===== config.mk =====
export PLATFORM = sky130hd
export DESIGN_NAME = mem_responder_flat
export DESIGN_NICKNAME = d
export VERILOG_FILES = /design/src/rtl/mem_responder_if.sv /design/src/rtl/mem_responder.sv /design/src/flat_wrapper.sv
export SDC_FILE = /design/constraint.sdc
export NUM_CORES = 1
export LEC_CHECK = 0
export ABC_AREA = 0
export CAP_MARGIN = 20
export CORE_MARGIN = 1.5
export CORE_UTILIZATION = 44
export CTS_CLUSTER_DIAMETER = 30
export DETAILED_ROUTE_END_ITERATION = 10
export GPL_ROUTABILITY_DRIVEN = 0
export GPL_TIMING_DRIVEN = 0
export PLACE_DENSITY = 0.88
export SKIP_LAST_GASP = 1
export SYNTH_ARGS = -nofsm -noshare
export SYNTH_HDL_FRONTEND = slang
export SYNTH_SLANG_ARGS = --single-unit

===== constraint.sdc =====
create_clock -name CLK -period 3.38 [get_ports CLK]
set_input_delay 0.845 -clock CLK [delete_from_list [all_inputs] [get_ports CLK]]
set_output_delay 0.845 -clock CLK [all_outputs]
set_load 0.005 [all_outputs]

===== src/rtl/mem_responder_if.sv =====
// Datapath <-> memory responder request/hit bundle.
// Requests are held by the datapath until the matching hit pulse.
interface mem_responder_if;
  logic        imemREN;
  logic [31:0] imemaddr;
  logic [31:0] imemload;
  logic        ihit;
  logic        dmemREN;
  logic        dmemWEN;
  logic [31:0] dmemaddr;
  logic [31:0] dmemstore;
  logic [31:0] dmemload;
  logic        dhit;
  logic        halt;
  logic        halted;

  modport master (
    output imemREN, imemaddr, dmemREN, dmemWEN, dmemaddr, dmemstore, halt,
    input  imemload, ihit, dmemload, dhit, halted
  );

  modport slave (
    input  imemREN, imemaddr, dmemREN, dmemWEN, dmemaddr, dmemstore, halt,
    output imemload, ihit, dmemload, dhit, halted
  );
endinterface


===== src/rtl/mem_responder.sv =====
// Serializes datapath imem/dmem requests onto one fixed-latency RAM port.
// Latency: RAM_LAT access cycles plus one hit cycle; requests held by datapath (no queueing).
module mem_responder #(
  parameter int RAM_LAT = 2,
  parameter int ADDR_W  = 16
) (
  input  logic              CLK,
  input  logic              nRST,
  mem_responder_if.slave    dp,
  output logic              ramREN,
  output logic              ramWEN,
  output logic [ADDR_W-1:0] ramaddr,
  output logic [31:0]       ramstore,
  input  logic [31:0]       ramload
);

  localparam int CNT_W = (RAM_LAT > 1) ? $clog2(RAM_LAT) : 1;

  localparam logic [2:0] IDLE   = 3'd0;
  localparam logic [2:0] IACC   = 3'd1;
  localparam logic [2:0] DACC   = 3'd2;
  localparam logic [2:0] IRESP  = 3'd3;
  localparam logic [2:0] DRESP  = 3'd4;
  localparam logic [2:0] HALTED = 3'd5;

  localparam logic GNT_INSTR = 1'b0;
  localparam logic GNT_DATA  = 1'b1;

  logic [2:0]        state;
  logic [CNT_W-1:0]  cnt;
  logic [ADDR_W-1:0] addr_q;
  logic [31:0]       data_q;
  logic              wr_q;
  logic              last_grant;

  logic d_req;
  logic i_req;
  logic grant_data;
  logic in_acc;

  // Byte-offset bits and upper address bits are intentionally dropped.
  logic unused_addr_bits;
  assign unused_addr_bits = ^{dp.imemaddr[31:ADDR_W+2], dp.imemaddr[1:0],
                              dp.dmemaddr[31:ADDR_W+2], dp.dmemaddr[1:0]};

  assign d_req      = dp.dmemREN | dp.dmemWEN;
  assign i_req      = dp.imemREN;
  // On a conflict the class that was not served last wins.
  assign grant_data = d_req & (~i_req | (last_grant == GNT_INSTR));
  assign in_acc     = (state == IACC) | (state == DACC);

  always_ff @(posedge CLK or negedge nRST) begin
    if (!nRST) begin
      state       <= IDLE;
      cnt         <= '0;
      addr_q      <= '0;
      data_q      <= '0;
      wr_q        <= 1'b0;
      last_grant  <= GNT_INSTR;
      dp.imemload <= '0;
      dp.dmemload <= '0;
    end else begin
      case (state)
        IDLE: begin
          if (dp.halt) begin
            state <= HALTED;
          end else if (grant_data) begin
            addr_q <= dp.dmemaddr[ADDR_W+1:2];
            data_q <= dp.dmemstore;
            wr_q   <= dp.dmemWEN;
            cnt    <= CNT_W'(RAM_LAT - 1);
            state  <= DACC;
          end else if (i_req) begin
            addr_q <= dp.imemaddr[ADDR_W+1:2];
            wr_q   <= 1'b0;
            cnt    <= CNT_W'(RAM_LAT - 1);
            state  <= IACC;
          end
        end
        IACC: begin
          if (cnt == '0) begin
            dp.imemload <= ramload;
            state       <= IRESP;
          end else begin
            cnt <= cnt - 1'b1;
          end
        end
        DACC: begin
          if (cnt == '0) begin
            if (!wr_q) dp.dmemload <= ramload;
            state <= DRESP;
          end else begin
            cnt <= cnt - 1'b1;
          end
        end
        IRESP: begin
          last_grant <= GNT_INSTR;
          state      <= IDLE;
        end
        DRESP: begin
          last_grant <= GNT_DATA;
          state      <= IDLE;
        end
        HALTED:  state <= HALTED;
        default: state <= IDLE;
      endcase
    end
  end

  // Outputs decode straight from state so reset drops them without waiting for a clock.
  assign ramREN    = in_acc & ~wr_q;
  assign ramWEN    = (state == DACC) & wr_q;
  assign ramaddr   = in_acc ? addr_q : '0;
  assign ramstore  = ramWEN ? data_q : '0;
  assign dp.ihit   = (state == IRESP);
  assign dp.dhit   = (state == DRESP);
  assign dp.halted = (state == HALTED);

endmodule


===== src/flat_wrapper.sv =====
// flat-port wrapper written by rule: the top's interface ports become plain ports
module mem_responder_flat 
#(
  parameter int RAM_LAT = 2,
  parameter int ADDR_W  = 16
)
  (CLK, nRST, ramREN, ramWEN, ramaddr, ramstore, ramload, dp_imemREN, dp_imemaddr, dp_dmemREN, dp_dmemWEN, dp_dmemaddr, dp_dmemstore, dp_halt, dp_imemload, dp_ihit, dp_dmemload, dp_dhit, dp_halted);
  mem_responder_if dp_i ();
  input  logic CLK;
  input  logic nRST;
  output logic ramREN;
  output logic ramWEN;
  output logic [ADDR_W-1:0] ramaddr;
  output logic [31:0] ramstore;
  input  logic [31:0] ramload;
  input wire logic [$bits(dp_i.imemREN)-1:0] dp_imemREN;
  input wire logic [$bits(dp_i.imemaddr)-1:0] dp_imemaddr;
  input wire logic [$bits(dp_i.dmemREN)-1:0] dp_dmemREN;
  input wire logic [$bits(dp_i.dmemWEN)-1:0] dp_dmemWEN;
  input wire logic [$bits(dp_i.dmemaddr)-1:0] dp_dmemaddr;
  input wire logic [$bits(dp_i.dmemstore)-1:0] dp_dmemstore;
  input wire logic [$bits(dp_i.halt)-1:0] dp_halt;
  output wire logic [$bits(dp_i.imemload)-1:0] dp_imemload;
  output wire logic [$bits(dp_i.ihit)-1:0] dp_ihit;
  output wire logic [$bits(dp_i.dmemload)-1:0] dp_dmemload;
  output wire logic [$bits(dp_i.dhit)-1:0] dp_dhit;
  output wire logic [$bits(dp_i.halted)-1:0] dp_halted;
  assign dp_i.imemREN = dp_imemREN;
  assign dp_i.imemaddr = dp_imemaddr;
  assign dp_i.dmemREN = dp_dmemREN;
  assign dp_i.dmemWEN = dp_dmemWEN;
  assign dp_i.dmemaddr = dp_dmemaddr;
  assign dp_i.dmemstore = dp_dmemstore;
  assign dp_i.halt = dp_halt;
  assign dp_imemload = dp_i.imemload;
  assign dp_ihit = dp_i.ihit;
  assign dp_dmemload = dp_i.dmemload;
  assign dp_dhit = dp_i.dhit;
  assign dp_halted = dp_i.halted;
  mem_responder #(.RAM_LAT(RAM_LAT), .ADDR_W(ADDR_W)) u_core (.CLK(CLK), .nRST(nRST), .dp(dp_i), .ramREN(ramREN), .ramWEN(ramWEN), .ramaddr(ramaddr), .ramstore(ramstore), .ramload(ramload));
endmodule

==> results of run 1 <==
[area by class of cell]
type / instances / area (um2) / share of cell area
Tap cell: 140 / 175 / 0.0215
Inverter: 3 / 11.3 / 0.00138
Buffer: 22 / 120 / 0.0147
Sequential cell: 118 / 2950 / 0.362
Multi-Input combinational cell: 238 / 2010 / 0.246
Timing Repair Buffer: 219 / 2210 / 0.271
Clock inverter: 8 / 165 / 0.0203
Clock buffer: 24 / 512 / 0.0628
[per-layer routing]
metal / global-route usage / up-vias / part of all wire / wire length (um)
li1: - / 1797 / - / -
met5: 0 / - / 0 / 0
met3: 0.0888 / 11 / 0.090 / 1180
met4: 0.0714 / 0 / 0.0090 / 119
met1: 0.251 / 1944 / 0.38 / 5030
met2: 0.395 / 170 / 0.52 / 6850
[logic make-up (layout without fill, tap and decap cells)]
family | Yosys count | after routing | share of synthesized area
mux | 97 | 97 | 0.238
buf+inv | 25 | 276 | 0.0254
flops | 118 | 118 | 0.583
simple gates | 99 | 99 | 0.104
compound gates | 42 | 42 | 0.0494
[metrics by stage]
stage	hold WS (ns)	cell area [um2]
2_1_floorplan	0.470	5060
3_3_place_gp	0.469	7420
4_1_cts	0.497	8140
5_1_grt	0.510	8150
3_5_place_dp	0.485	7450
6_report	0.495	8150
[flip-flops by register name (all words and copies together) (netlist names)]
signal,count
u_core.cnt,1
u_core.dp.imemload,32
u_core.addr_q,16
u_core.data_q,32
u_core.wr_q,1
u_core.dp.dmemload,32
u_core.last_grant,1
u_core.state,3
[power groups by stage]
stage                     clock, mW  combinational, mW  sequential, mW
after CTS                      2.06               3.06            2.55
after floorplan                   0               1.42            2.50
after detailed placement          0               3.01            2.55
after global routing           2.13               3.29            2.63
after global placement            0               2.93            2.50
final                          2.02               3.04            2.55
[Yosys cell counts (all sizes together)]
library cell / number
a21oi: 21
a2bb2oi: 1
a31o: 1
a31oi: 16
and2: 50
buf: 14
clkbuf: 8
dfrtp: 118
inv: 3
mux2: 97
nand2: 33
nand2b: 3
nand3: 1
nor2: 6
nor3: 2
nor3b: 1
nor4: 1
o21ai: 1
o2bb2ai: 1
o31ai: 1
or3: 1
or4: 1
[path summary, 6_finish.rpt]
kind	endpoint	slack, ns	startpoint	cells past startpoint
setup / recovery	ramstore[3]	0.11	u_core.state[2]	5
hold reg to reg	u_core.data_q[9]	0.50	u_core.data_q[9]	1
setup reg to reg	u_core.dp.dmemload[22]	1.42	u_core.state[2]	5
max in group asynchronous	u_core.addr_q[7]	2.13	nRST	2
min in group asynchronous	u_core.dp.dmemload[4]	0.51	nRST	1
hold / removal	u_core.data_q[9]	0.50	u_core.data_q[9]	1
[critical path: cells and delay by family, from the launching register on]
family	cells	cell delay, ns
and+or+nand+nor	3	0.70
buffers and inverters	2	0.83
DFF	1	0.48
[what timing repair did]
action | in CTS | in global routing
hold buffers | 0 | 0
endpoints found under the setup margin | 39 | 28
resized for setup | 4 | 2
==> results.py, run 1 <==
metrics = {
    "sta": {
        "fin_ws_ns": 0.115,
        "worstMarginPinSlew_ns": 0.777,
        "fin_crit_sh": 0.966,
        "hold_viol": 0,
        "slew_headroom": 0.482,
        "clock_skew_ns": 0.00607,
        "setup_viol": 0,
        "rsz0062_at_grt": "yes",
        "tns_ns": 0,
        "drv_slew": 0,
        "fmax_ghz": 0.306,
        "fin_crit_ns": 3.27,
    },
    "synth": {
        "ys_warn_count": 0,
        "synth_cell_type_count": 28,
        "post-synth-top-area-fraction": 0.583,
        "syn_area_per_cell_um2": 13.3,
        "syn_area_um2": 5060,
        "synth_nets": 515,
        "yosysTopAreaCell": "dfrtp_1",
        "syn_inst": 381,
        "yosysSeqAreaShare": 0.583,
        "ys_ff_latch": 118,
        "ys_top_cells_by_area": "dfrtp_1 58%, mux2_2 14%, mux2_4 8.9%, and2_1 6.2%, nand2_1 2.4%",
    },
    "outcome": {
        "status": "finished clean",
    },
    "clock_network": {
        "cts_sinks": 118,
        "postCtsSetupRepairBufs": 0,
        "clk_pin_slew_worst_paths_ns": 0.05,
        "clock_path_buffers": 2,
        "htreeDepth": 4,
        "cts_tree": "built",
        "clk_latency_ns": 0.41,
        "root_buffer": "clkbuf_16",
        "cts_buffers": 17,
    },
    "power_and_ir_drop": {
        "ir_drop_v": 0.000584,
        "internal_power_mw": 5.57,
        "clock_power_share": 0.266,
        "power_density_nw_per_um2": 934,
        "combPwrFrac": 0.400,
        "switchingPower_mw": 2.04,
        "power.share.switching": 0.268,
        "p_seq_frac": 0.335,
        "leakagePower_nw": 3.53,
        "finalPower_mw": 7.61,
    },
    "floorplanning": {
        "die_w_um": 110,
        "row_count": 38,
        "dieArea_um2": 12200,
        "core_um2": 11000,
        "initial_core_util": 0.459,
        "die_h_um": 110,
        "boundaryPins": 251,
    },
    "place": {
        "portBuffers": 218,
        "dp.cells": 740,
        "place_ws_ns": 0.248,
        "dp_hpwl_um": 9560,
    },
    "job": {
        "drv_cap": 0,
    },
    "global_routing": {
        "grt_pass1_wl_um": 20400,
        "grt_max_degree": 61,
        "overflow": 0,
        "antenna_found_initial": 0,
        "grt_pass1_vias": 4071,
        "grt_usage": 0.226,
    },
    "layout": {
        "final_cells": 772,
        "n_fill_cell": 714,
        "syn_to_final_growth_pct": 60.9,
        "final_common_cell": "clkdlybuf4s50_1",
        "finish.utilization": 0.739,
        "final_cell_mix": "217 x clkdlybuf4s50_1, 118 x dfrtp_1, 65 x mux2_2",
        "n_antenna_cell": 0,
        "fin_nets": 753,
        "drive_gt1_frac": 0.236,
    },
    "route": {
        "drc": 0,
        "viasPerCell": 5.08,
        "via_count": 3922,
        "firstDrtPassIters": 5,
        "wl_per_cell_um": 17.1,
        "drtAntennaViolNets": 0,
        "routed_wl_um": 13200,
        "drtIter0Drc": 171,
    },
    "min_path": {
        "hold_class": "flop to flop",
    },
    "worst_setup_path": {
        "worstPathArrival_ns": 2.42,
        "crit_fanout": 10,
        "cp-end-kind": "output pin",
        "critical-path-slowest-cell": "clkdlybuf4s50_1",
        "crit_path_cell_trace": "nand2b_1 > nor3_4 > clkbuf_1 > and2_1 > clkdlybuf4s50_1",
        "crit_path_start_kind": "flop",
        "critical-path-max-stage-delay_ns": 0.52,
        "critical_path_class": "flop to output pin",
        "cp.required_ns": 2.53,
    },
}
Note: power is estimated with default switching activity, not from simulation.
==> run 2, diff against run 1 <==
--- a/config.mk
+++ b/config.mk
@@ -8,12 +8,13 @@
 export ABC_AREA = 0
 export CAP_MARGIN = 20
 export CORE_MARGIN = 1.5
-export CORE_UTILIZATION = 44
+export CORE_UTILIZATION = 50
 export CTS_CLUSTER_DIAMETER = 30
 export DETAILED_ROUTE_END_ITERATION = 10
+export DONT_BUFFER_PORTS = 1
 export GPL_ROUTABILITY_DRIVEN = 0
 export GPL_TIMING_DRIVEN = 0
-export PLACE_DENSITY = 0.88
+export PLACE_DENSITY_LB_ADDON = 0.15
 export SKIP_LAST_GASP = 1
 export SYNTH_ARGS = -nofsm -noshare
 export SYNTH_HDL_FRONTEND = slang
==> results.py, run 2 (synthesized netlist as in run 1, its figures left out) <==
metrics = {
    "power_and_ir_drop": {
        "ir_drop_v": 0.000444,
        "power.share.switching": 0.292,
        "switchingPower_mw": 1.80,
        "p_seq_frac": 0.432,
        "power_density_nw_per_um2": 1050,
        "clock_power_share": 0.296,
        "leakagePower_nw": 2.66,
        "combPwrFrac": 0.272,
        "internal_power_mw": 4.35,
        "finalPower_mw": 6.15,
    },
    "worst_setup_path": {
        "crit_path_start_kind": "flop",
        "worstPathArrival_ns": 2.27,
        "r2r_cells": 4,
        "crit_fanout": 10,
        "cp.required_ns": 2.53,
        "critical_path_class": "flop to output pin",
        "timing.rr.start": "u_core.state[1]",
        "r2r_slack_ns": 1.48,
        "r2r_end": "u_core.dp.imemload[2]",
        "cp-end-kind": "output pin",
    },
    "layout": {
        "drive_gt1_frac": 0.345,
        "n_antenna_cell": 0,
        "n_fill_cell": 808,
        "syn_to_final_growth_pct": 16.0,
        "reg.largest.list": "u_core.data_q (32), u_core.dp.dmemload (32), u_core.dp.imemload (32)",
        "fin_nets": 537,
        "final_common_cell": "dfrtp_1",
        "final_cell_mix": "118 x dfrtp_1, 65 x mux2_2, 50 x and2_1",
        "finish.utilization": 0.598,
    },
    "clock_network": {
        "cts_tree": "built",
        "htreeDepth": 4,
        "clk_latency_ns": 0.51,
        "clock_path_buffers": 2,
        "postCtsSetupRepairBufs": 0,
        "cts_buffers": 17,
        "clk_pin_slew_worst_paths_ns": 0.05,
        "root_buffer": "clkbuf_8",
        "cts_sinks": 118,
    },
    "sta": {
        "slew_headroom": 0.576,
        "fin_crit_sh": 0.920,
        "holdWs_ns": 0.0395,
        "rsz0062_at_grt": "yes",
        "fin_crit_ns": 3.11,
        "setup_viol": 0,
        "fmax_ghz": 0.321,
        "hold_viol": 0,
        "clock_skew_ns": 0.00850,
        "fin_ws_ns": 0.269,
        "worstMarginPinSlew_ns": 0.631,
        "drv_slew": 0,
        "tns_ns": 0,
    },
    "floorplanning": {
        "dieArea_um2": 10700,
        "initial_core_util": 0.516,
        "die_h_um": 104,
        "row_count": 36,
        "boundaryPins": 251,
        "die_w_um": 104,
        "core_um2": 9820,
    },
    "global_routing": {
        "antenna_found_initial": 0,
        "grt_usage": 0.209,
        "grt_max_degree": 119,
        "grt_pass1_vias": 3159,
        "overflow": 0,
        "grt_pass1_wl_um": 17300,
    },
    "outcome": {
        "status": "finished clean",
    },
    "route": {
        "firstDrtPassIters": 4,
        "drc": 0,
        "drtAntennaViolNets": 0,
        "viasPerCell": 5.63,
        "wl_per_cell_um": 20.4,
        "via_count": 3078,
        "routed_wl_um": 11200,
        "drtIter0Drc": 105,
    },
    "min_path": {
        "hold_class": "input port to async pin",
    },
    "place": {
        "place_ws_ns": 0.646,
        "portBuffers": 0,
        "dp_hpwl_um": 7570,
    },
    "job": {
        "drv_cap": 0,
    },
}
run 2: changes by cell type in the layout (fill, tap and decap cells not counted), sizes merged:
cell / change
bufinv: -1
clkdlybuf4s50: -217
clkinv: +3
clkbuf: -4
dlygate4sd3: +2
buf: -1
run 2: metrics by stage:
step	cells	instance area, um2
after global placement	514	5230
final	547	5870
after global routing	547	5870
after floorplan	381	5060
after detailed placement	514	5230
after CTS	544	5830
run 2: layout make-up:
cell class | instances | area [um2] | share of cell area
repair buffers | 3 | 40.0 | 0.00682
well taps | 133 | 166 | 0.0283
inverters | 3 | 11.3 | 0.00192
clock buffers | 20 | 445 | 0.0758
plain buffers | 22 | 118 | 0.0200
multi-input cells | 238 | 1990 | 0.338
flip-flops and latches | 118 | 2950 | 0.503
clock inverters | 10 | 154 | 0.0262
run 2: critical path, cell delays in order (launching register included):
cell	delay (ns)
dfrtp_1	0.46
nand2b_1	0.27
a21oi_2	0.41
clkbuf_1	0.38
and2_1	0.24
run 2: worst max path at each step:
stage	end	slack (ns)	from
finish	ramaddr[12]	0.27	u_core.state[1]
CTS	ramaddr[12]	0.09	u_core.state[1]
floorplan	ramaddr[12]	1.20	u_core.state[1]
global route	ramstore[18]	-0.01	u_core.state[2]
detailed placement	ramaddr[12]	0.65	u_core.state[1]
global placement	ramaddr[12]	0.69	u_core.state[1]
run 2: routing by layer:
layer | track usage | share of wire
met1 | 0.242 | 0.39
met2 | 0.334 | 0.50
met4 | 0.0833 | 0.011
met3 | 0.100 | 0.090
met5 | 0 | 0
run 2: repair_timing:
action / CTS / global route
setup endpoints to repair: 0 / 8
resized for setup: 0 / 1
hold buffers: 0 / 3
endpoints found under the hold margin: 0 / 7
run 2: power by group through the flow:
stage | logic, mW | registers (mW) | clock network, mW
floorplan | 1.42 | 2.50 | 0
global placement | 1.62 | 2.63 | 0
detailed placement | 1.67 | 2.67 | 0
CTS | 1.68 | 2.66 | 1.86
global route | 1.84 | 2.75 | 1.93
finish | 1.68 | 2.66 | 1.82
==> run 3, diff against run 2 <==
--- a/config.mk
+++ b/config.mk
@@ -9,11 +9,13 @@
 export CAP_MARGIN = 20
 export CORE_MARGIN = 1.5
 export CORE_UTILIZATION = 50
+export CTS_BUF_LIST = sky130_fd_sc_hd__clkbuf_4 sky130_fd_sc_hd__clkbuf_8 sky130_fd_sc_hd__clkbuf_16
 export CTS_CLUSTER_DIAMETER = 30
 export DETAILED_ROUTE_END_ITERATION = 10
 export DONT_BUFFER_PORTS = 1
 export GPL_ROUTABILITY_DRIVEN = 0
 export GPL_TIMING_DRIVEN = 0
+export HOLD_SLACK_MARGIN = 0.15
 export PLACE_DENSITY_LB_ADDON = 0.15
 export SKIP_LAST_GASP = 1
 export SYNTH_ARGS = -nofsm -noshare
==> results.py, run 3 (synthesized netlist as in run 1, its figures left out) <==
metrics = {
    "power_and_ir_drop": {
        "combPwrFrac": 0.270,
        "clock_power_share": 0.298,
        "leakagePower_nw": 2.64,
        "ir_drop_v": 0.000445,
        "finalPower_mw": 6.14,
        "switchingPower_mw": 1.78,
        "internal_power_mw": 4.36,
        "power_density_nw_per_um2": 1050,
        "p_seq_frac": 0.432,
        "power.share.switching": 0.290,
    },
    "clock_network": {
        "cts_sinks": 118,
        "clk_latency_ns": 0.51,
        "clk_pin_slew_worst_paths_ns": 0.06,
        "clock_path_buffers": 2,
        "cts_tree": "built",
        "root_buffer": "clkbuf_8",
        "htreeDepth": 4,
        "cts_buffers": 17,
        "postCtsSetupRepairBufs": 0,
    },
    "floorplanning": {
        "initial_core_util": 0.516,
        "core_um2": 9820,
        "dieArea_um2": 10700,
        "die_w_um": 104,
        "row_count": 36,
        "boundaryPins": 251,
        "die_h_um": 104,
    },
    "route": {
        "drc": 0,
        "viasPerCell": 5.63,
        "wl_per_cell_um": 20.0,
        "routed_wl_um": 10900,
        "firstDrtPassIters": 4,
        "drtIter0Drc": 106,
        "via_count": 3060,
        "drtAntennaViolNets": 0,
    },
    "layout": {
        "fin_nets": 534,
        "final_cell_mix": "118 x dfrtp_1, 65 x mux2_2, 50 x and2_1",
        "reg.largest.list": "u_core.data_q (32), u_core.dp.dmemload (32), u_core.dp.imemload (32)",
        "syn_to_final_growth_pct": 15.3,
        "drive_gt1_frac": 0.348,
        "n_antenna_cell": 0,
        "final_cells": 544,
        "finish.utilization": 0.595,
        "final_common_cell": "dfrtp_1",
    },
    "worst_setup_path": {
        "critical-path-slowest-cell": "nor3_1",
        "crit_path_start_kind": "flop",
        "crit_fanout": 10,
        "cp-end-kind": "output pin",
        "critical_path_class": "flop to output pin",
        "cp_top_family": "simple AND/OR/NAND/NOR gates",
        "crit_buf_inv": 1,
        "crit_path_cell_trace": "nand2b_1 > nor3_1 > clkbuf_1 > and2_1",
        "worstPathArrival_ns": 2.26,
        "critical-path-max-stage-delay_ns": 0.51,
        "cp.required_ns": 2.53,
    },
    "global_routing": {
        "grt_util_met3": 0.100,
        "grt_pass1_vias": 3159,
        "grt_usage": 0.209,
        "grt-busiest-layer": "met2",
        "grtUsageMet1": 0.242,
        "grt_max_degree": 119,
        "grt_pass1_wl_um": 17300,
        "use_met2": 0.334,
        "overflow": 0,
        "antenna_found_initial": 0,
    },
    "sta": {
        "hold_viol": 0,
        "worstMarginPinSlew_ns": 0.637,
        "rsz0062_at_grt": "yes",
        "fin_crit_sh": 0.920,
        "clock_skew_ns": 0.00886,
        "drv_slew": 0,
        "slew_headroom": 0.572,
        "fin_crit_ns": 3.11,
        "fmax_ghz": 0.322,
        "setup_viol": 0,
    },
    "min_path": {
        "hold_class": "input port to async pin",
    },
    "place": {
        "dp_hpwl_um": 7570,
        "portBuffers": 0,
        "dp.cells": 514,
    },
    "job": {
        "drv_cap": 0,
    },
    "outcome": {
        "status": "finished clean",
    },
}
run 3: changes by cell type in the layout (fill, tap and decap cells not counted), sizes merged:
cell / delta
dlygate4sd3: -2
buf: -1
run 3: cell type report:
cell class / instances / area, um2
Fill cell: 810 / 3980
Sequential cell: 118 / 2950
Multi-Input combinational cell: 238 / 1990
Clock buffer: 20 / 449
Tap cell: 133 / 166
Clock inverter: 10 / 154
Buffer: 22 / 118
Inverter: 3 / 11.3
run 3: path summary, 6_finish.rpt:
check / start / to / slack, ns / cells after the start
max: u_core.state[2] / ramstore[22] / 0.27 / 4
min: nRST / u_core.dp.imemload[18] / 0.03 / 0
max reg2reg: u_core.state[1] / u_core.dp.imemload[2] / 1.48 / 4
min reg2reg: u_core.data_q[31] / u_core.data_q[31] / 0.49 / 1
max in group asynchronous: nRST / u_core.data_q[12] / 3.16 / 0
min in group CLK: ramload[5] / u_core.dp.imemload[5] / 0.47 / 1
run 3: power groups by stage:
stage,clock network [mW],registers [mW],logic [mW]
3_3_place_gp,0,2.63,1.62
2_1_floorplan,0,2.50,1.42
3_5_place_dp,0,2.67,1.67
5_1_grt,1.94,2.75,1.82
4_1_cts,1.86,2.66,1.68
6_report,1.83,2.65,1.66
run 3: per-layer routing:
metal / wire length, um / up-vias
li1: - / 1352
met1: 4290 / 1572
met2: 5470 / 128
met3: 1020 / 8
met4: 103 / 0
met5: 0 / -
run 3: what timing repair did:
item | CTS | global route
resized for setup | 0 | 1
setup endpoints to repair | 0 | 8
hold endpoints to repair | 118 | 118
run 3: per-stage QoR:
stage	cell area, um2	TNS, ns	hold WS (ns)	setup WS [ns]
5_1_grt	5840	-0.0275	-0.00437	-0.0123
2_1_floorplan	5060	0	0.470	1.20
3_3_place_gp	5230	0	0.478	0.693
6_report	5840	0	0.0274	0.270
3_5_place_dp	5230	0	0.485	0.646
4_1_cts	5830	0	0.00238	0.0915
==> RTL edit 1, RTL diff (flow settings as in run 3) <==
Reset style: synchronous (`nRST`), changed in one clocked block.
--- a/src/rtl/mem_responder.sv
+++ b/src/rtl/mem_responder.sv
@@ -50,5 +50,5 @@
   assign in_acc     = (state == IACC) | (state == DACC);
 
-  always_ff @(posedge CLK or negedge nRST) begin
+  always_ff @(posedge CLK) begin
     if (!nRST) begin
       state       <= IDLE;
Check against the original RTL: differs if nRST is asserted again (counterexample within 4 cycles, from zero or initial values and one cycle with nRST low); with nRST held inactive, the same outputs for 10 cycles.
==> RTL edit 1 against run 3 <==
- design area fell by 0.77%
- sequential cell count did not move
- global-route usage rose by 5.8 points
- fmax rose by 3.0%
- worst hold slack improved by 0.42 ns
- worst setup slack improved by 0.092 ns
- total power fell by 12%
- wire length rose by 36%
- critical path depth rose by 1
- sequential share of layout area fell by 9.8 points
- area after synthesis fell by 0.89%
- critical path type unchanged
- critical endpoint is now ramaddr[4]
- largest cell class unchanged
- largest power group unchanged
- highest routed layer unchanged
==> RTL edit 1: results (changes against run 3) <==
| Metric | Value |
|---|---|
| Outcome | finished, final reports clean |
| Port Buffers | 0 (unchanged) |
| Vias in the first global route | 4314 (+37%) |
| Top area cells in the synthesized netlist | dfxtp_1 (47%), a21oi_1 (12%), nand2_1 (7.3%) |
| GRT Util Overall | 26.69% (+5.8 points) |
| Ant diodes | 0 (unchanged) |
| Post-Syn Instances | 631 (+66%) |
| Synth top cells by count | a21oi_1 (118), dfxtp_1 (118), nand2_1 (97), nand3_1 (65), clkbuf_1 (40) |
| CTS buffer count | 17 (unchanged) |
| Final nets | 784 (+47%) |
| Met1 Track Usage GR | 30.05% (+5.8 points) |
| Clk_lat worst skew | 0.52 ns |
| Synth Net Count | 765 (+49%) |
| Synth warn | 0 (unchanged) |
| Drt total wl | 14.79 mm (+36%) |
| Leakage Power | 2.151 nW (-19%) |
| H-tree levels | 4 (unchanged) |
| Iteration-0 DRC count of the detailed router | 177 (+67%) |
| Setup Skew | 0.005430 ns (-0.003428 ns) |
| GR Overflow Total | 0 (unchanged) |
| Routed wire per std cell | 18.58 um (-7.1%) |
| # resized after CTS | 0 (unchanged) |
| Initial antenna violation count | 0 (unchanged) |
| DP Worst Slack | 0.9229 ns (+0.2767 ns) |
| Register area share after synthesis | 47.06% (-11 points) |
| Largest regs | u_core.data_q (32), u_core.dp.dmemload (32), u_core.dp.imemload (32) |
| Ys async rst share | 0% (-100 points) |
| Switching share of total power | 36.40% (+7.4 points) |
| M2 GR Usage | 45.65% (+12 points) |
| Worst slew pin tran | 0.6343 ns (-0.002989 ns) |
| Post-CTS Setup Inserts | 0 (unchanged) |
| Crit Path Max Fanout | 10 (unchanged) |
| Slowest-stage cell, CP | dfxtp_1 |
| Crit path largest cell delay | 0.39 ns (-0.12 ns) |
| Clk slew on worst S/H paths | 0.06 ns (about the same) |
| Dpl cells | 764 (+49%) |
| Min-delay worst type | in2reg |
| First-pass GRT wire length | 21.47 mm (+24%) |
| Post-synthesis cell type count | 36 (+29%) |
| VDD IR max | 0.0003627 V (-18%) |
| DP Wirelength | 10.61 mm (+40%) |
| CP arrival | 2.17 ns (-0.09 ns) |
| Root Driver | clkbuf_8 |
| CTS max path bufs | 2 (unchanged) |
| Grt met3 use | 10.75% (+0.75 points) |
| Largest net degree at the start of global routing | 17 (-86%) |
| Router iterations before antenna repair | 4 (unchanged) |
| Layout cells sized above 1 | 9.804% (-25 points) |
| Routed via count | 4734 (+55%) |
[RTL edit 1: cells by family after synthesis]
group                  Yosys count  share of synthesized area [%]
AND/OR/NAND/NOR                235                          23.60
AO/OA/AOI/OAI                  207                          22.46
flip-flops                     118                          47.06
buffers and inverters           70                          6.705
XOR/XNOR                         1                         0.1745
[RTL edit 1: stage by stage]
| stage | hold slack [ns] | instance area (um2) | total power, mW |
|---|---|---|---|
| final | 0.4492 | 5793 | 5.417 |
| after global routing | 0.4382 | 5793 | 5.731 |
| after CTS | 0.4337 | 5793 | 5.437 |
| after detailed placement | 0.4665 | 5186 | 3.603 |
| after global placement | 0.4606 | 5186 | 3.542 |
| after floorplan | 0.4493 | 5020 | 3.160 |
[RTL edit 1: final timing paths]
kind | depth (start not counted) | slack, ns | endpoint | startpoint
max | 5 | 0.36 | ramaddr[4] | u_core.state[0]$_SDFFE_PN0P_
min | 2 | 0.45 | u_core.dp.imemload[8]$_SDFFE_PN0P_ | ramload[8]
max reg2reg | 5 | 1.64 | u_core.dp.dmemload[30]$_SDFFE_PN0P_ | u_core.state[1]$_SDFFE_PN0P_
min reg2reg | 2 | 0.47 | u_core.dp.imemload[26]$_SDFFE_PN0P_ | u_core.dp.imemload[26]$_SDFFE_PN0P_
[RTL edit 1: layout make-up]
| type | count | area (um2) |
|---|---|---|
| fillers | 910 | 3981 |
| flip-flops and latches | 118 | 2362 |
| multi-input cells | 443 | 2321 |
| clock buffers | 19 | 435.4 |
| plain buffers | 66 | 321.6 |
| clock inverters | 13 | 171.4 |
| well taps | 133 | 166.4 |
| inverters | 4 | 15.01 |
[RTL edit 1: power groups by stage]
stage | logic [mW] | clock network [mW] | registers (mW)
2_1_floorplan | 1.26 | 0 | 1.90
3_3_place_gp | 1.59 | 0 | 1.95
3_5_place_dp | 1.63 | 0 | 1.97
4_1_cts | 1.64 | 1.85 | 1.94
5_1_grt | 1.84 | 1.91 | 1.98
6_report | 1.64 | 1.83 | 1.94
[RTL edit 1: critical path, delay by kind of cell, from the launching register on]
kind          cells  cell delay (ns)
flops             1             0.39
buf+inv           2             0.60
xor+xnor          1             0.11
simple gates      2             0.55
[RTL edit 1: metal layers]
metal | part of all wire, % | vias to the layer above
li1 | - | 2266
met1 | 39 | 2256
met2 | 49 | 200
met3 | 11 | 12
met4 | 1.1 | 0
met5 | 0 | -
==> RTL edit 2, RTL diff (config.mk and constraints of run 3) <==
Made on the original files. `ADDR_W` is set to 16 in 2 places; all go to 17.
--- a/src/rtl/mem_responder.sv
+++ b/src/rtl/mem_responder.sv
@@ -3,5 +3,5 @@
 module mem_responder #(
   parameter int RAM_LAT = 2,
-  parameter int ADDR_W  = 16
+  parameter int ADDR_W  = 17
 ) (
   input  logic              CLK,
--- a/src/flat_wrapper.sv
+++ b/src/flat_wrapper.sv
@@ -3,5 +3,5 @@
 #(
   parameter int RAM_LAT = 2,
-  parameter int ADDR_W  = 16
+  parameter int ADDR_W  = 17
 )
   (CLK, nRST, ramREN, ramWEN, ramaddr, ramstore, ramload, dp_imemREN, dp_imemaddr, dp_dmemREN, dp_dmemWEN, dp_dmemaddr, dp_dmemstore, dp_halt, dp_imemload, dp_ihit, dp_dmemload, dp_dhit, dp_halted);
Interface: changed (resized ramaddr); port bits go from 251 to 252. No check against the original RTL was run, so the function may have changed too.
==> RTL edit 2 against run 3 <==
- critical endpoint is now ramaddr[8]
- worst setup slack better by 0.041 ns
- area after synthesis rose by 0.96%
- worst hold slack worse by 0.00095 ns
- register-to-register slack about the same
- clock power shrank 3%
- total power is 0.21% lower
- via count rose by 1.7%
- count of clock-buffer cells in the layout up 4
- design area grew 0.81%
- first-iteration DRC count is 120% higher
- sequential cell count up 1
- wire length grew 0.82%
- fmax rose by 1.3%
- global-route usage is 0.16 points higher
- largest cell class unchanged
==> RTL edit 2: results (changes against run 3) <==
| Metric | Value |
|---|---|
| Router iterations before antenna repair | 4 (unchanged) |
| Leakage Power | 2.669 nW (+0.93%) |
| CTS max path bufs | 2 (unchanged) |
| Top area cells in the synthesized netlist | dfrtp_1 (58%), mux2_2 (14%), mux2_4 (8.8%) |
| Root Driver | clkbuf_8 |
| CTS buffer count | 17 (unchanged) |
| Largest regs | u_core.data_q (32), u_core.dp.dmemload (32), u_core.dp.imemload (32) |
| VDD IR max | 0.0005024 V (+13%) |
| Post-synthesis cell type count | 26 (-7.1%) |
| Setup Skew | 0.005725 ns (-0.003133 ns) |
| Crit Path Max Fanout | 10 (unchanged) |
| Post-CTS Setup Inserts | 0 (unchanged) |
| Min-delay worst type | in2async |
| Synth Net Count | 521 (+1.2%) |
| H-tree levels | 4 (unchanged) |
| Initial antenna violation count | 0 (unchanged) |
| Register area share after synthesis | 58.23% (-0.067 points) |
| GRT Util Overall | 21.02% (+0.16 points) |
| Clk slew on worst S/H paths | 0.06 ns (about the same) |
| Complex-gate fraction of the synthesized area | 5.114% (+0.17 points) |
| M2 GR Usage | 33.11% (-0.27 points) |
| Grt met3 use | 10.78% (+0.77 points) |
| Iteration-0 DRC count of the detailed router | 235 (+120%) |
| # fillers | 777 (-4.1%) |
| R2R setup slack | 1.48 ns (about the same) |
| Post-synthesis mux area share | 23.56% (-0.23 points) |
| Setup crit end | ramaddr[8] |
| Ys flop type | dfrtp_1 |
| Port Buffers | 0 (unchanged) |
| FF-to-FF Start | u_core.state[2]$_DFFE_PN0P_ |
| CP arrival | 2.22 ns (-0.04 ns) |
| Crit path largest cell delay | 0.45 ns (-0.06 ns) |
| Layout cells sized above 1 | 34.84% (+0.052 points) |
| Ant diodes | 0 (unchanged) |
| First-pass GRT wire length | 17.58 mm (+1.4%) |
| Ys async rst share | 100.0% (unchanged) |
| DP Wirelength | 7.617 mm (+0.63%) |
| Outcome | finished, final reports clean |
| Critical Path Source | u_core.state[1]$_DFFE_PN0P_ |
| Final nets | 540 (+1.1%) |
| Slowest-stage cell, CP | dfrtp_1 |
| Avg Vias per Cell | 5.638 (+0.23%) |
| Maxcap violations | 0 (unchanged) |
| Synth Area in Adders | 0% (unchanged) |
| Synth top cells by count | dfrtp_1 (119), mux2_2 (65), and2_1 (51), nand2_1 (35), mux2_4 (30) |
| Largest net degree at the start of global routing | 120 (+0.84%) |
| Routed wire per std cell | 19.88 um (-0.64%) |
| Met1 Track Usage GR | 23.98% (-0.23 points) |
| Synth Area in XOR/XNOR | 0% (unchanged) |
| Vias in the first global route | 3333 (+5.5%) |
| Synth warn | 0 (unchanged) |
| Worst setup path class | reg2out |
| Relative slew margins | 54.99% (-2.2 points) |
| Clk_lat worst skew | 0.51 ns (about the same) |
| End of the worst register-to-register path | u_core.dp.dmemload[26]$_DFFE_PN0P_ |
| Reg2Reg Depth | 5 (+1) |
## RTL edit 2: timing repair
action,in CTS,in global routing
gates resized for setup,0,2
endpoints found under the setup margin,0,18
endpoints found under the hold margin,119,119
## RTL edit 2: cell type report
class	count	area share, %
plain buffers	22	2.020
well taps	133	2.827
multi-input cells	243	34.23
inverters	3	0.1913
clock buffers	24	8.567
flip-flops and latches	119	50.60
clock inverters	8	1.573
## RTL edit 2: cells by family after synthesis
logic type	Yosys count
AOI/OAI and AO/OA	44
DFF	119
muxes	97
buffers and inverters	25
and+or+nand+nor	102
## RTL edit 2: power by group
part           internal, mW  switching [mW]
clock                  1.17           0.600
combinational         0.993           0.692
sequential             2.16           0.512
## RTL edit 2: stage by stage
step | worst slack (ns) | std cells | cell area, um2 | util (%) | hold slack (ns)
after floorplan | 1.172 | 387 | 5114 | - | 0.4705
after global placement | 0.6611 | 520 | 5280 | 53.53 | 0.4787
after detailed placement | 0.6206 | 520 | 5280 | 53.53 | 0.4851
after CTS | 0.05986 | 552 | 5877 | 59.58 | -0.001613
after global routing | 0.1460 | 552 | 5886 | 59.67 | -0.005769
final | 0.3114 | 552 | 5886 | 59.67 | 0.02649
## RTL edit 2: routing by layer
layer | share of wire, % | routed length [um]
met5 | 0 | 0
met4 | 1.8 | 195
met3 | 11 | 1209
met2 | 49 | 5333
met1 | 39 | 4236
## RTL edit 2: worst max-delay path, delay by kind of cell (launching register included)
kind / cells / cell delay [ns]
and+or+nand+nor: 2 / 0.49
DFF: 1 / 0.45
AOI/OAI and AO/OA: 1 / 0.40
buffers and inverters: 1 / 0.37
